==> src/rtl/uart_interrupt_arbiter.sv <==
// UART interrupt arbiter: latches events, serves the top pending source.
// Optional vector output enabled with `define UART_INT_VECTORED_EN.
package uart_pkg;

  localparam logic [7:0] UART_ISR_VECTOR = 8'hFF;

  localparam logic [2:0] INT_TX_DONE     = 3'd0;
  localparam logic [2:0] INT_CONFIG_FAIL = 3'd1;
  localparam logic [2:0] INT_OVERRUN     = 3'd2;
  localparam logic [2:0] INT_FRAME       = 3'd3;
  localparam logic [2:0] INT_PARITY      = 3'd4;
  localparam logic [2:0] INT_RXD_RDY     = 3'd5;
  localparam logic [2:0] INT_RX_FULL     = 3'd6;
  localparam logic [2:0] INT_CONFIG_REQ  = 3'd7;

  typedef enum logic [1:0] {
    NORMAL     = 2'b00,
    FAST_CLEAR = 2'b01
  } int_mode_e;

  typedef enum logic [2:0] {
    IDLE            = 3'd0,
    PRIO1_WAIT_ACKN = 3'd1,
    PRIO1_CLEAR     = 3'd2,
    PRIO2_WAIT_ACKN = 3'd3,
    PRIO2_CLEAR     = 3'd4,
    PRIO3_WAIT_ACKN = 3'd5,
    PRIO3_CLEAR     = 3'd6
  } normal_interrupt_response_fsm_e;

endpackage

module uart_interrupt_arbiter
  import uart_pkg::*;
(
  input  logic       clk_i,
  input  logic       rst_n_i,
  input  logic [7:0] event_i,
  input  logic [1:0] int_mode_i,
  input  logic       vectored_i,
  input  logic       int_ackn_i,
  input  logic       rx_read_i,
  input  logic       tx_write_i,
  output logic       irq_o,
  output logic [2:0] int_id_o,
  output logic [7:0] pending_o,
  output logic       intpend_o,
  output logic [7:0] vector_o
);

  normal_interrupt_response_fsm_e state_q, state_d;
  normal_interrupt_response_fsm_e sel_st;

  logic [7:0] pending_q, pending_d;
  logic [7:0] clr_w;
  logic [2:0] int_id_q, int_id_d;
  logic [2:0] sel_id;
  logic       irq_q, irq_d;
  logic       fast_w, rx_src_w, tx_src_w, exit_w;

  always_comb begin
    sel_id = INT_TX_DONE;
    sel_st = PRIO3_WAIT_ACKN;
    if (pending_q[INT_CONFIG_FAIL]) begin
      sel_id = INT_CONFIG_FAIL;
      sel_st = PRIO1_WAIT_ACKN;
    end else if (pending_q[INT_OVERRUN]) begin
      sel_id = INT_OVERRUN;
      sel_st = PRIO1_WAIT_ACKN;
    end else if (pending_q[INT_FRAME]) begin
      sel_id = INT_FRAME;
      sel_st = PRIO1_WAIT_ACKN;
    end else if (pending_q[INT_PARITY]) begin
      sel_id = INT_PARITY;
      sel_st = PRIO1_WAIT_ACKN;
    end else if (pending_q[INT_CONFIG_REQ]) begin
      sel_id = INT_CONFIG_REQ;
      sel_st = PRIO2_WAIT_ACKN;
    end else if (pending_q[INT_RX_FULL]) begin
      sel_id = INT_RX_FULL;
      sel_st = PRIO2_WAIT_ACKN;
    end else if (pending_q[INT_RXD_RDY]) begin
      sel_id = INT_RXD_RDY;
      sel_st = PRIO2_WAIT_ACKN;
    end
  end

  // P1 ids never match the fast-clear sources, so they need int_ackn_i
  assign fast_w   = (int_mode_i == FAST_CLEAR);
  assign rx_src_w = (int_id_q == INT_RXD_RDY) ||
                    (int_id_q == INT_RX_FULL);
  assign tx_src_w = (int_id_q == INT_TX_DONE);
  assign exit_w   = int_ackn_i |
                    (fast_w & ((rx_src_w & rx_read_i) |
                               (tx_src_w & tx_write_i)));

  always_ff @(posedge clk_i or negedge rst_n_i) begin
    if (!rst_n_i) begin
      state_q   <= IDLE;
      pending_q <= 8'h00;
      int_id_q  <= 3'b000;
      irq_q     <= 1'b0;
    end else begin
      state_q   <= state_d;
      pending_q <= pending_d;
      int_id_q  <= int_id_d;
      irq_q     <= irq_d;
    end
  end

  always_comb begin
    state_d  = state_q;
    int_id_d = int_id_q;
    clr_w    = 8'h00;
    unique case (state_q)
      IDLE: begin
        if (|pending_q) begin
          int_id_d = sel_id;
          state_d  = sel_st;
        end
      end
      PRIO1_WAIT_ACKN: begin
        if (exit_w) begin
          clr_w   = 8'd1 << int_id_q;
          state_d = PRIO1_CLEAR;
        end
      end
      PRIO2_WAIT_ACKN: begin
        if (exit_w) begin
          clr_w   = 8'd1 << int_id_q;
          state_d = PRIO2_CLEAR;
        end
      end
      PRIO3_WAIT_ACKN: begin
        if (exit_w) begin
          clr_w   = 8'd1 << int_id_q;
          state_d = PRIO3_CLEAR;
        end
      end
      PRIO1_CLEAR,
      PRIO2_CLEAR,
      PRIO3_CLEAR: state_d = IDLE;
      default:     state_d = IDLE;
    endcase
  end

  // a fresh event beats a same-cycle clear
  assign pending_d = (pending_q & ~clr_w) | event_i;

  always_comb begin
    irq_d = 1'b0;
    unique case (state_d)
      PRIO1_WAIT_ACKN,
      PRIO2_WAIT_ACKN,
      PRIO3_WAIT_ACKN: irq_d = 1'b1;
      default:         irq_d = 1'b0;
    endcase
  end

  assign irq_o     = irq_q;
  assign int_id_o  = int_id_q;
  assign pending_o = pending_q;
  assign intpend_o = |pending_q;

`ifdef UART_INT_VECTORED_EN
  logic [7:0] vector_q, vector_d;

  assign vector_d = (irq_d & vectored_i) ? UART_ISR_VECTOR : 8'h00;

  always_ff @(posedge clk_i or negedge rst_n_i) begin
    if (!rst_n_i) vector_q <= 8'h00;
    else          vector_q <= vector_d;
  end

  assign vector_o = vector_q;
`else
  logic unused_vectored;
  assign unused_vectored = vectored_i;
  assign vector_o        = 8'h00;
`endif

endmodule

==> config.mk <==
export PLATFORM = sky130hd
export DESIGN_NAME = uart_interrupt_arbiter
export DESIGN_NICKNAME = d
export VERILOG_FILES = /design/src/rtl/uart_interrupt_arbiter.sv
export SDC_FILE = /design/constraint.sdc
export NUM_CORES = 1
export LEC_CHECK = 0
export CORE_ASPECT_RATIO = 1.4
export CORE_UTILIZATION = 30
export DETAILED_ROUTE_END_ITERATION = 8
export GPL_TIMING_DRIVEN = 1
export PLACE_DENSITY = 0.62
export SYNTH_ARGS = -nofsm -noshare
export SYNTH_HDL_FRONTEND = slang
export SYNTH_SLANG_ARGS = --single-unit
==> constraint.sdc <==
create_clock -name clk_i -period 1.9 [get_ports clk_i]
set_clock_uncertainty 0.2 [all_clocks]
set_input_delay 0.285 -clock clk_i [delete_from_list [all_inputs] [get_ports clk_i]]
set_output_delay 0.285 -clock clk_i [all_outputs]
set_load 0.01 [all_outputs]
== Yosys cells after proc, flatten, opt, wreduce, memory -nomap -nowiden ==
Index checks and enable logic that the tools add are counted.
Cells by class
  multiplexer cells: 22
  equal/unequal tests: 9
  reduce and logical (&&, ||, !) cells: 7
  $mul: 0
  add/sub/neg operators: 0
  bitwise logic cells: 8
  magnitude comparators: 0
  div/mod/pow operators: 0
  shift-type cells: 1
Operators with widths (number)
  $mux W3: 18
  $mux W8: 2
  $eq A3 B3 Y1 const B: 4
  $pmux W3 S4: 1
  $and A8 B8 Y8: 1
  $not A8 Y8: 1
  $or A8 B8 Y8: 1
  $reduce_or A8 Y1: 1
  $shl A1 B3 Y8 const A: 1
  $eq A3 B1 Y1 const B: 2
  $eq A3 B2 Y1 const B: 2
  $logic_not A3 Y1: 2
  $reduce_or A3 Y1: 2
  $and A1 B1 Y1: 3
  $eq A2 B1 Y1 const B: 1
  $or A1 B1 Y1: 2
  $reduce_and A2 Y1: 1
  $logic_or A1 B1 Y1: 1
  $mux W1: 1
Word-level totals
  bits in registers: 15
  latch bits: 0
  memory bits (read-only): 0
  logic and storage cells: 51
  RAM bits: 0
  input bits: 16
  memories kept: 0

== Logic depth before layout (Yosys ltp) ==
  word-level depth: 12
  mapped depth: 5

== Worst setup path after synthesis ==
No wires, ideal clock.
  path kind: reg2reg
  start point: register int_id_q[1] (netlist: int_id_o[1])
  end point: register state_q[1]
  path slack: 235 ps
  clock period less this slack: 1665 ps
  arrival: 1365 ps
  required time: 1599 ps
  stages on the path, launching flop included: 5
  cell sequence: dfrtp_1 or3b_1 a21oi_2 a211oi_2 o311ai_2
On the way
  cells in the longest elaborated chain, start to end: 8
RTL lines
  start, declared: line 56  | logic [2:0] int_id_q, int_id_d;
  start signal, assigned: line 106  | int_id_q <= int_id_d;
  $eq A3 B3 Y1 (on tied branches): line 90, 91
  $logic_or A1 B1 Y1: line 90  | assign rx_src_w = (int_id_q == INT_RXD_RDY) ||
  $and A1 B1 Y1: line 94  | (fast_w & ((rx_src_w & rx_read_i) |
  $or A1 B1 Y1 (*): line 94
  $and A1 B1 Y1 (*): line 94
  $or A1 B1 Y1 (*): line 93  | assign exit_w = int_ackn_i |
  $mux W3 (on tied branches): line 135, 123, 129
  $pmux W3 S4 (*): line 115  | unique case (state_q)
  named net state_d[1]: line 51  | normal_interrupt_response_fsm_e state_q, state_d;
  end signal, assigned: line 104  | state_q <= state_d;
  end, declared: line 51
Mark *: on every way through the listed nets, which the timed path passes. The rest lies on a longest branch.
A chain may end at the register's enable or synchronous reset.

== Worst setup path in the final report ==
  start point: register pending_q[0] (netlist: pending_o[0])
  end point: output pending_o[0]
RTL lines
  start, declared: line 54  | logic [7:0] pending_q, pending_d;
  start signal, assigned: line 105  | pending_q <= pending_d;
  end, declared: line 46  | output logic [7:0] pending_o,
No word-level cell between the ends.

==> impl_metrics.toml <==
[power]
p_switching_w = 0.000424
pwr-share-comb = 0.445
p_sw_frac = 0.363
vdd_drop_max_mv = 0.472
clockPowerShare = 0.154
p_int_w = 0.000742
p_leak_nw = 0.560
p_seq_frac = 0.401
powerDensity_mw_per_mm2 = 884

[global_route]
grt_pass1_vias = 823
grt-ovfl-total = 0
grt_pass1_wl_mm = 3.77
antenna_found_initial = 0
gr-usage-all-layers = 0.170
grt_max_degree = 16

[floorplan]
io_pins = 37
die_h_um = 65.9
rows = 22
dieArea_mm2 = 0.00314
core-area_mm2 = 0.00270
start_util = 0.324
fp.dieW_um = 47.6

[yosys]
seq_area_frac_synth = 0.429
netlist_area_um2 = 875
ys.flop_type = "dfrtp_1"
synth_seq_cells = 15
synthCells = 92
ys_warn_count = 0
syn_avg_cell_area_um2 = 9.51
synthArstFlopShare = 1.00
synth_edf_count = 0
synth_cell_types = 32

[routing]
antenna_left = 0
met1Wirelength_um = 925
drtIter0Drc = 25
wl_met2_mm = 1.18
wire_per_inst_um = 13.3
dr.pass1.iters = 4
routed_wl_mm = 2.30
vias = 837
viasPerCell = 4.87
dr.max_layer_used = "met4"
dr_wl_met3_um = 151
route.detailed.drc = 0

[timing]
finalHoldViolCount = 0
grt_setup_unrepaired = "yes"
max_freq_mhz = 541
fin_crit_ps = 1850
drv_slew = 0
period_share = 0.973
setup_violations = 0

[cells_and_area]
final_cells = 172
syn2layout_area_growth_pct = 50.6
stdcell_area_mm2 = 0.00132
n_fill_cell = 276
nNetsFinal = 153
insertedDiodeCount = 0
drive_above_1_share = 0.221

[critical_path]
cp-end-kind = "output pin"
cp_max_fo = 3
rrSetupSlack_ps = 120
cp-start-kind = "flip-flop"
crit_type = "flip-flop to output pin"
cp.required_ps = 1410
cp.arrival_ps = 1360

[place]
port-buffer-count = 27
place_inst = 168
gp_congestion = 0.857
hpwl_mm = 1.77
placed_cell_area_mm2 = 0.00126

[clock_tree]
cts_hold_buffers = 0
clk_pin_slew_ps = 90
clock_sinks = 15
cts_tree = "yes"
cts-root-buf = "clkbuf_4"
clk_path_buf_depth = 2
postCtsSetupBuffers = 0
cts_buffers = 3
htree_num_levels = 1
clock_latency_ps = 280

[job]
drv_cap = 0

[status]
status = "completed"

[min_path]
hold_class = "input pin to asynchronous set/reset pin"
critical path, stage by stage, from the launching register on:
cell and delay [ps]:
dfrtp_1 410, buf_4 150, clkdlybuf4s50_1 530
cells in the final DEF, fill, tap and decap left out, types with 2 or more instances in the layout:
| cell type | instances |
|---|---|
| o21bai_1 | 3 |
| nor2_1 | 6 |
| a21oi_1 | 5 |
| conb_1 | 8 |
| a21o_1 | 5 |
| nand3_1 | 2 |
| dfrtp_1 | 15 |
| or3_1 | 3 |
| inv_1 | 6 |
| nand4_1 | 2 |
| nand2_1 | 5 |
| nand2b_1 | 3 |
| clkbuf_4 | 3 |
| nor3_1 | 6 |
| buf_4 | 15 |
| a21boi_2 | 2 |
| nor4_2 | 2 |
| dlymetal6s2s_1 | 3 |
| clkdlybuf4s50_1 | 23 |
| o211ai_1 | 2 |
sequential cells by signal (all words and copies together) (netlist names):
register   cells
int_id_o       3
irq_o          1
pending_o      8
state_q        3
cell families after synthesis:
kind of cell | Yosys count | share of synthesized area
compound gates | 25 | 0.230
buf+inv | 16 | 0.104
flops | 15 | 0.429
mux | 1 | 0.0129
other cells | 1 | 0.00429
simple gates | 34 | 0.219
power by group through the flow:
stage | logic, W | clock network [W] | registers, W
floorplan | 0.000262 | 0 | 0.000481
global placement | 0.000502 | 0 | 0.000455
detailed placement | 0.000511 | 0 | 0.000461
CTS | 0.000523 | 0.000186 | 0.000461
global route | 0.000581 | 0.000210 | 0.000478
finish | 0.000519 | 0.000179 | 0.000467
cells in the mapped netlist (3+ instances only):
cell type  count  area, µm²
a21o_1         5       37.5
a21oi_1        5       25.0
buf_4          8       60.1
dfrtp_1       15        375
inv_1          6       22.5
nand2_1        5       18.8
nand2b_1       3       18.8
nor2_1         6       22.5
nor3_1         7       35.0
o21bai_1       3       22.5
or3_1          3       18.8
per-stage QoR:
step | hold WS, ps | utilization | setup slack, ps | power (W) | TNS (ps)
after global placement | 352 | 0.468 | -60.4 | 0.000957 | -158
after CTS | 117 | 0.482 | 24.1 | 0.00117 | 0
after detailed placement | 374 | 0.468 | -80.0 | 0.000972 | -319
final | 115 | 0.488 | 51.2 | 0.00117 | 0
after global routing | 106 | 0.488 | -13.1 | 0.00127 | -13.1
after floorplan | -211 | - | 235 | 0.000743 | 0
path summary, 6_finish.rpt:
check / start / end / cells past startpoint
worst min-delay path: rst_n_i / pending_o[3]$_DFF_PN0_ / 2
worst max-delay path: pending_o[0]$_DFF_PN0_ / pending_o[0] / 2
worst min register to register: state_q[0]$_DFF_PN0_ / state_q[2]$_DFF_PN0_ / 2
max in group asynchronous: rst_n_i / int_id_o[1]$_DFFE_PN0P_ / 2
worst max register to register: state_q[1]$_DFF_PN0_ / int_id_o[1]$_DFFE_PN0P_ / 3
min in group clk_i: event_i[3] / pending_o[3]$_DFF_PN0_ / 2
final cells by class:
type                    instances  area (µm²)  area share
clock buffers                   4        26.3      0.0199
inverters                       7        26.3      0.0199
multi-input cells              68         454       0.345
flip-flops and latches         15         375       0.285
well taps                      36        45.0      0.0342
repair buffers                 42         390       0.296
timing repair:
item / in CTS / in global routing
pin swaps: 1 / 0
setup endpoints to repair: 2 / 2
gates resized for setup: 4 / 4
routing by layer:
layer,global-route usage,up-vias
li1,-,401
met1,0.212,396
met2,0.281,34
met3,0.0301,6
met4,0.0625,0
met5,0,-
Note: power is estimated with default switching activity, not from simulation.
